===== src/rtl/riscv_ifetch.sv =====
// riscv_ifetch: decoupled fetch with in-flight PC FIFO, fetch queue and flush drop counter.
// Optional IFETCH_BYPASS_EN forwards a response straight to decode when the queue is empty.
module riscv_ifetch #(
  parameter int FQ_DEPTH        = 2,
  parameter int MAX_OUTSTANDING = 2
) (
  input  logic        clk,
  input  logic        x_reset,
  input  logic [31:0] pc_in,
  input  logic        pc_valid,
  output logic        pc_ready,
  input  logic        flush,
  output logic        imem_req_valid,
  input  logic        imem_req_ready,
  output logic [31:0] imem_addr,
  input  logic        imem_rsp_valid,
  input  logic [31:0] imem_rsp_data,
  output logic        inst_valid,
  input  logic        inst_ready,
  output logic [31:0] inst,
  output logic [31:0] inst_pc
);

  localparam int AW = $clog2(FQ_DEPTH);
  localparam int OW = (MAX_OUTSTANDING > 1) ? $clog2(MAX_OUTSTANDING) : 1;
  localparam int CW = $clog2(FQ_DEPTH + 1) + 1;
  localparam logic [CW-1:0] FQ_D = CW'(FQ_DEPTH);
  localparam logic [CW-1:0] MO_D = CW'(MAX_OUTSTANDING);
  localparam logic [31:0] NOP = 32'h0000_0013;

  typedef struct packed {
    logic [31:0] data;
    logic [31:0] pc;
  } fq_entry_t;

  fq_entry_t     fq_mem  [FQ_DEPTH];
  logic [31:0]   pcq_mem [MAX_OUTSTANDING];
  logic [AW-1:0] fq_wr, fq_rd;
  logic [OW-1:0] pcq_wr, pcq_rd;
  logic [CW-1:0] fq_count, outstanding, drop_count;

  logic credit, issue, fq_empty;
  logic rsp_live, rsp_take, rsp_drop;
  logic fq_push, fq_pop, byp;

  function automatic logic [OW-1:0] pcq_nxt(input logic [OW-1:0] p);
    return (p == OW'(MAX_OUTSTANDING - 1)) ? '0 : p + 1'b1;
  endfunction

  assign fq_empty = (fq_count == '0);
  assign credit   = ((fq_count + outstanding) < FQ_D)
                  && (outstanding < MO_D);

  assign imem_req_valid = x_reset & pc_valid & credit & ~flush;
  assign pc_ready       = x_reset & imem_req_ready & credit & ~flush;
  assign imem_addr      = pc_in;
  assign issue          = imem_req_valid & imem_req_ready;

  // Responses with nothing outstanding are leftovers from before reset.
  assign rsp_live = imem_rsp_valid & (outstanding != '0);
  assign rsp_drop = rsp_live & (flush | (drop_count != '0));
  assign rsp_take = rsp_live & ~flush & (drop_count == '0);

`ifdef IFETCH_BYPASS_EN
  assign byp = rsp_take & fq_empty;
`else
  assign byp = 1'b0;
`endif

  assign fq_pop     = ~fq_empty & ~flush & inst_ready;
  assign fq_push    = rsp_take & ~(byp & inst_ready);
  assign inst_valid = (~fq_empty & ~flush) | byp;

  always_comb begin
    inst    = NOP;
    inst_pc = '0;
    if (!fq_empty) begin
      inst    = fq_mem[fq_rd].data;
      inst_pc = fq_mem[fq_rd].pc;
    end else if (byp) begin
      inst    = imem_rsp_data;
      inst_pc = pcq_mem[pcq_rd];
    end
  end

  always_ff @(posedge clk) begin
    if (fq_push) fq_mem[fq_wr] <= '{data: imem_rsp_data, pc: pcq_mem[pcq_rd]};
    if (issue)   pcq_mem[pcq_wr] <= pc_in;
  end

  always_ff @(posedge clk or negedge x_reset) begin
    if (!x_reset) begin
      fq_wr       <= '0;
      fq_rd       <= '0;
      fq_count    <= '0;
      pcq_wr      <= '0;
      pcq_rd      <= '0;
      outstanding <= '0;
      drop_count  <= '0;
    end else if (flush) begin
      fq_wr       <= '0;
      fq_rd       <= '0;
      fq_count    <= '0;
      pcq_wr      <= '0;
      pcq_rd      <= '0;
      outstanding <= outstanding - CW'(rsp_live);
      drop_count  <= outstanding - CW'(rsp_live);
    end else begin
      if (fq_push) fq_wr <= fq_wr + 1'b1;
      if (fq_pop)  fq_rd <= fq_rd + 1'b1;
      fq_count <= fq_count + CW'(fq_push) - CW'(fq_pop);
      if (issue)    pcq_wr <= pcq_nxt(pcq_wr);
      if (rsp_take) pcq_rd <= pcq_nxt(pcq_rd);
      outstanding <= outstanding + CW'(issue) - CW'(rsp_live);
      if (rsp_drop) drop_count <= drop_count - 1'b1;
    end
  end

endmodule


===== config.mk =====
export PLATFORM = sky130hd
export DESIGN_NAME = riscv_ifetch
export DESIGN_NICKNAME = d
export VERILOG_FILES = /design/src/rtl/riscv_ifetch.sv
export SDC_FILE = /design/constraint.sdc
export NUM_CORES = 1
export LEC_CHECK = 0
export CORE_ASPECT_RATIO = 0.5
export CORE_UTILIZATION = 60
export DETAILED_ROUTE_END_ITERATION = 12
export DONT_BUFFER_PORTS = 1
export GPL_TIMING_DRIVEN = 1
export HOLD_SLACK_MARGIN = 0.12
export MAX_ROUTING_LAYER = met4
export PLACE_DENSITY_LB_ADDON = 0.08
export SYNTH_ARGS = -nofsm -noshare
export SYNTH_HDL_FRONTEND = slang
export SYNTH_SLANG_ARGS = --single-unit

===== constraint.sdc =====
create_clock -name clk -period 4.4 [get_ports clk]
set_clock_uncertainty 0.05 [all_clocks]
set_input_delay 0.44 -clock clk [delete_from_list [all_inputs] [get_ports clk]]
set_output_delay 0.44 -clock clk [all_outputs]
set_load 0.02 [all_outputs]

==> results of run 1 <==
==> power breakdown <==
group	internal, W	switching [W]
Clock	0.000806	0.000618
Combinational	0.000503	0.000923
Sequential	0.00228	0.000237
Total	0.00359	0.00178
==> worst max path at each step <==
stage / start / to / depth (start not counted)
6_report: fq_count[1] / outstanding[2] / 10
5_1_grt: fq_count[1] / outstanding[2] / 10
4_1_cts: fq_count[1] / outstanding[2] / 10
3_5_place_dp: fq_count[1] / outstanding[2] / 10
3_3_place_gp: fq_count[1] / outstanding[2] / 10
2_1_floorplan: drop_count[0] / fq_mem[0][0] / 4
==> registers in the layout, summed over array words and instances (netlist names) <==
name	flops
fq_rd	1
pcq_mem	64
drop_count	3
fq_wr	1
pcq_wr	1
fq_count	3
pcq_rd	1
outstanding	3
fq_mem	128
==> per-stage QoR <==
step | instance area (µm²) | hold WS [ns] | total power (W) | utilization
after floorplan | 8290 | 0.0944 | 0.00374 | -
after global placement | 8220 | 0.0948 | 0.00387 | 0.629
after detailed placement | 8220 | 0.0949 | 0.00394 | 0.629
after CTS | 9410 | 0.137 | 0.00541 | 0.720
after global routing | 9410 | 0.132 | 0.00561 | 0.720
final | 9410 | 0.150 | 0.00537 | 0.720
==> cell type report <==
type / count / share of cell area
inverter: 14 / 0.00559
sequential: 205 / 0.648
clock inverter: 2 / 0.000931
clock buffer: 27 / 0.0548
multi-input combinational: 221 / 0.193
tap: 170 / 0.0226
timing repair buffer: 70 / 0.0748
==> synthesized netlist by cell type, types with 2 or more instances <==
cell / count
mux2_2: 32
a21o_1: 4
nor2b_1: 6
nand3_1: 2
nor3b_2: 2
a21oi_1: 2
dfrtp_1: 13
or4_1: 2
mux2i_1: 61
fa_1: 3
inv_1: 13
xnor2_1: 2
nand2_1: 3
o311ai_1: 2
edfxtp_1: 192
xor2_1: 3
buf_4: 37
a211o_1: 3
nor2_1: 67
nor3_1: 2
ha_1: 9
buf_2: 14
==> critical path, delay by kind of cell, from the launching register on <==
family | cells | cell delay (ns)
adder cells (fa/ha/maj) | 4 | 1.49
AND/OR/NAND/NOR | 2 | 0.50
flip-flops | 1 | 0.42
XOR/XNOR | 1 | 0.18
buffers and inverters | 2 | 0.15
AO/OA/AOI/OAI | 1 | 0.09
==> repair_timing <==
item                                    in CTS  in global routing
resized for setup                            0                  0
endpoints found under the setup margin       0                  0
hold buffers                                66                  0
hold endpoints to repair                   150                  0
==> routing by layer <==
layer,part of all wire,vias up,global-route usage
met4,0.013,0,0.0372
li1,-,1859,-
met5,0,-,-
met2,0.49,131,0.358
met1,0.43,2030,0.254
met3,0.068,18,0.0555
==> cells in the final DEF, fill, tap and decap left out, types with 2 or more instances in the layout <==
| master | count |
|---|---|
| nor2_1 | 65 |
| mux2i_1 | 61 |
| nor2b_1 | 6 |
| ha_1 | 9 |
| a21oi_1 | 2 |
| xor2_1 | 3 |
| a21o_1 | 4 |
| nand3_1 | 2 |
| inv_1 | 13 |
| nor3b_4 | 2 |
| xnor2_1 | 2 |
| clkbuf_1 | 7 |
| nor2_4 | 2 |
| mux2_2 | 32 |
| clkbuf_16 | 19 |
| and3_2 | 2 |
| fa_1 | 3 |
| nand2_1 | 3 |
| edfxtp_1 | 192 |
| a211o_1 | 3 |
| dlygate4sd3_1 | 66 |
| o311ai_1 | 2 |
| or4_1 | 2 |
| buf_4 | 3 |
| dfrtp_1 | 11 |
==> kinds of logic after synthesis <==
logic type	share of synthesized area
buffers and inverters	0.0488
XOR/XNOR	0.00831
adder cells (fa/ha/maj)	0.0208
multiplexers	0.117
AO/OA/AOI/OAI	0.0174
AND/OR/NAND/NOR	0.0524
flip-flops	0.735
==> out/qor.csv, run 1 <==
stage,metric,value,unit
power_and_ir_drop,Leak,3.14,nW
layout,Final Net Count,613,
drt,via count,4038,
setup_path,startpoint type of the worst setup path,flip-flop,
clock_network,CTS tree,yes,
drt,Pre-antenna DRT Iters,4,
setup_path,r2r endpoint,outstanding[2],
grt,maximum number of pins on one net before global-route repair,69,
floorplanning,Initial Utilization,0.634,
floorplanning,core area,13100,µm²
sta,min Tclk post-route,3.02,ns
synth,"EDFF count, synth",192,
setup_path,Worst setup EP type,flip-flop,
floorplanning,die width,168,µm
sta,Peak Freq,331,MHz
synth,"top cells by area, synth","edfxtp_1 70%, mux2i_1 7.4%, mux2_2 4.3%, dfrtp_1 3.9%, buf_4 3.4%",
setup_path,CP max-delay cell,fa_1,
synth,Synth Instances,492,
floorplanning,io pins,170,
sta,fin crit share,0.686,
synth,Synth top area share,0.696,
drt,initial DRC count,299,
floorplanning,row count,29,
clock_network,Num CTS Buffers,18,
clock_network,clock transition at the registers of the reported paths,0.07,ns
layout,synthesis-to-finish area growth,13.5,%
placement,Placer Congestion,0.811,
clock_network,CTS root buf,clkbuf_16,
setup_path,CP max stage delay,0.57,ns
min_path,HP Start,flush,
layout,# fillers,836,
synth,Synth cell types,40,
sta,slew margin rel.,0.228,
layout,total inserted antenna cells,0,
drt,final WL,13.8,mm
clock_network,clk sinks,205,
grt,vias in the first global route,4299,
drt,detailed-route DRC error count,0,
grt,initial antenna violation count,0,
synth,yosys warns,0,
sta,hold violation count in the final report,0,
clock_network,setup bufs post-CTS,0,
drt,WL/cell,19.5,µm
grt,all-layer global routing usage,0.208,
min_path,worst hold stages,2,
min_path,Hold EP,fq_wr,
setup_path,Crit Path Class,reg -> reg,
sta,min setup slack post-route,1.38,ns
min_path,Hold/Removal Path Class,in -> reg,
drt,routed vias/inst,5.70,
flow_run,total of max-cap violations,0,
clock_network,clk_lat worst skew,0.47,ns
placement,placed cell count,614,
setup_path,"critical path, cell by cell",inv_1 -> fa_1 -> and4_1 -> nand4_2 -> ha_1 -> inv_1 -> ha_1 -> fa_1 -> xor2_1 -> o21ai_0,
sta,RSZ-0062 raised after global routing,no,
sta,final setup vio count,0,
grt,remaining global-route overflow,0,
synth,cell area after synthesis,8290,µm²
power_and_ir_drop,Power Dens Cells,571,nW/µm²
placement,IO buf count,0,
floorplanning,die area,14300,µm²
sta,Slew Limit Fails,0,
layout,share of cells above drive strength 1,0.135,
outcome,status,finished clean,
clock_network,H-tree depth,1,
setup_path,FF-to-FF path depth,10,
clock_network,clk buf depth,3,
synth,syn_nets,575,
synth,Seq cells post-synth,205,
setup_path,r2r startpoint,fq_count[1],
setup_path,"critical path fanouts, max",4,
setup_path,worst path required time,4.69,ns
floorplanning,Die Y,85.1,µm
synth,Synth Area per Inst,16.8,µm²
placement,DP Wirelength,8.18,mm
setup_path,"setup slack, reg-to-reg",1.38,ns
sta,setup_tns,0,ns
synth,register area share after synthesis,0.735,
grt,first-pass GRT wire length,22.0,mm
placement,dpl ws,1.41,ns
sta,Slew @ Worst Pin,1.16,ns
power_and_ir_drop,VDD IR-drop max,530,µV
synth,leading area contributor after synthesis,edfxtp_1,
setup_path,crit path DAT,3.31,ns
layout,Register Area,6100,µm²
synth,asr flop ratio synth,0.0634,
drt,post-route ant nets,0,
synth,Most used DFF post-synth,edfxtp_1,
layout,Multi-input gate area,1820,µm²
layout,fin cells,709,
No activity file was read; power rests on OpenSTA's default activity.
==> run 2: changes to the inputs <==
==> constraint.sdc (replaced) <==
create_clock -name clk -period 3 [get_ports clk]
set_clock_uncertainty 0.05 [all_clocks]
set_input_delay 0.3 -clock clk [delete_from_list [all_inputs] [get_ports clk]]
set_output_delay 0.3 -clock clk [all_outputs]
set_load 0.02 [all_outputs]
==> run 2 against run 1 <==
Effect of this change: non-clock buffer count up 9; clock power grew 56%; design area increased by 1.8%; wire length grew 6.0%; flip-flop and latch count stayed put; cell count rose by 1.6%; clock-buffer cell count fell by 4; hold slack better by 0.077 ns; critical path depth unchanged; sequential share of layout area down 1.1 points; register-to-register slack got worse by 1.2 ns; die area unchanged.
==> out/qor.csv, run 2 (synthesis results as in run 1) <==
stage,metric,value,unit
outcome,status,finished clean,
grt,vias in the first global route,4320,
grt,maximum number of pins on one net before global-route repair,65,
drt,initial DRC count,244,
layout,synthesis-to-finish area growth,15.6,%
setup_path,CP max stage delay,0.58,ns
clock_network,H-tree depth,1,
floorplanning,io pins,170,
layout,"most common cell after layout, fill and taps aside",edfxtp_1,
layout,Largest register FFs,128,
layout,largest reg by FF count,fq_mem,
floorplanning,Initial Utilization,0.634,
grt,initial antenna violation count,0,
setup_path,Worst setup EP type,flip-flop,
drt,post-route ant nets,0,
drt,final WL,14.6,mm
setup_path,CP max-delay cell,fa_1,
setup_path,worst path required time,3.28,ns
grt,remaining global-route overflow,0,
layout,Register Area,6100,µm²
drt,detailed-route DRC error count,0,
setup_path,"critical path fanouts, max",4,
floorplanning,die width,168,µm
layout,final core occ,0.733,
floorplanning,Die Y,85.1,µm
power_and_ir_drop,Leak,3.20,nW
floorplanning,row count,29,
setup_path,"critical path, cell by cell",inv_1 -> fa_1 -> and4_1 -> nand4_2 -> ha_1 -> inv_1 -> ha_1 -> fa_1 -> xor2_1 -> o21ai_0,
clock_network,clk_lat worst skew,0.48,ns
drt,routed vias/inst,5.61,
drt,WL/cell,20.3,µm
floorplanning,core area,13100,µm²
sta,final setup vio count,0,
layout,most frequent cells in the layout,"192 x edfxtp_1, 68 x dlygate4sd3_1, 65 x nor2_1, 61 x mux2i_1, 32 x mux2_2",
clock_network,clock transition at the registers of the reported paths,0.07,ns
layout,# fillers,788,
clock_network,clk buf depth,3,
layout,Final Net Count,622,
layout,fin area,9580,µm²
floorplanning,die area,14300,µm²
layout,largest registers,"fq_mem (128), pcq_mem (64)",
placement,DP Wirelength,8.43,mm
grt,all-layer global routing usage,0.219,
layout,Multi-input gate area,1830,µm²
clock_network,Num CTS Buffers,18,
sta,Hold WS,0.227,ns
layout,share of cells above drive strength 1,0.158,
sta,slew margin rel.,0.422,
setup_path,startpoint type of the worst setup path,flip-flop,
sta,Peak Freq,349,MHz
power_and_ir_drop,VDD IR-drop max,614,µV
sta,fin crit share,0.955,
setup_path,crit-path leading delay family,adder cells,
setup_path,crit path buf inv count,2,
setup_path,crit path DAT,3.15,ns
grt,first-pass GRT wire length,22.8,mm
drt,via count,4036,
placement,Placer Congestion,0.858,
power_and_ir_drop,Power Dens Cells,844,nW/µm²
clock_network,setup bufs post-CTS,0,
clock_network,CTS root buf,clkbuf_16,
sta,min Tclk post-route,2.87,ns
placement,Placed Area,8340,µm²
flow_run,total of max-cap violations,0,
sta,hold violation count in the final report,0,
setup_path,Crit Path Class,reg -> reg,
drt,Pre-antenna DRT Iters,5,
sta,Slew Limit Fails,0,
min_path,Hold/Removal Path Class,in -> async,
clock_network,clk sinks,205,
sta,RSZ-0062 raised after global routing,no,
sta,Slew @ Worst Pin,0.867,ns
layout,total inserted antenna cells,0,
placement,IO buf count,0,
clock_network,CTS tree,yes,
==> run 2: cell types whose count changed in the layout (fill, tap and decap cells not counted), sizes merged <==
cell	previous run	this run
dlygate4sd3	66	68
bufinv	0	1
clkinv	2	6
clkbuf	27	23
buf	4	11
clkinvlp	0	1
==> run 2: what timing repair did <==
action | 4_1_cts | 5_1_grt
setup endpoints to repair | 0 | 1
hold buffers | 68 | 0
gates resized for setup | 0 | 2
endpoints found under the hold margin | 154 | 0
==> run 2: area by class of cell <==
type | instances | share of cell area
Sequential cell | 205 | 0.637
Multi-Input combinational cell | 221 | 0.192
Timing Repair Buffer | 79 | 0.0862
Clock buffer | 23 | 0.0512
Tap cell | 170 | 0.0222
Clock inverter | 8 | 0.00653
Inverter | 14 | 0.00549
==> run 2: worst paths after layout <==
check	start	to	slack (ns)	cells after the start
min	x_reset	drop_count[2]	0.23	1
min in group clk	imem_rsp_valid	pcq_rd	0.23	4
max in group asynchronous	x_reset	fq_rd	2.21	1
max	fq_count[1]	outstanding[2]	0.13	10
min reg2reg	pcq_wr	pcq_wr	0.48	1
max reg2reg	fq_count[1]	outstanding[2]	0.13	10
==> run 2: through the flow <==
step                total power (W)  std cells  TNS [ns]  setup slack (ns)
floorplan                   0.00550        492    -23.03            -0.268
global placement            0.00573        621         0             0.286
detailed placement          0.00584        621         0             0.118
CTS                         0.00813        720         0            0.0998
global route                0.00844        720         0          0.000291
finish                      0.00808        720         0             0.134
==> run 2: where the power goes <==
group	internal (W)	total [W]	switching (W)
Sequential	0.00335	0.00360	0.000247
Combinational	0.000774	0.00227	0.00150
Clock	0.00124	0.00221	0.000966
==> run 2: per-layer routing <==
| layer | global-route usage | share of wire | vias to the layer above |
|---|---|---|---|
| li1 | - | - | 1878 |
| met1 | 0.261 | 0.41 | 1986 |
| met2 | 0.378 | 0.49 | 142 |
| met3 | 0.0574 | 0.076 | 30 |
| met4 | 0.0554 | 0.020 | 0 |
| met5 | - | 0 | - |
==> run 2: worst register-to-register path: stages, from the launching register on <==
cell	delay, ns
dfrtp_2	0.42
inv_1	0.10
fa_1	0.58
and4_1	0.27
nand4_2	0.14
ha_1	0.30
inv_1	0.04
ha_1	0.18
fa_1	0.38
xor2_1	0.19
o21ai_0	0.10
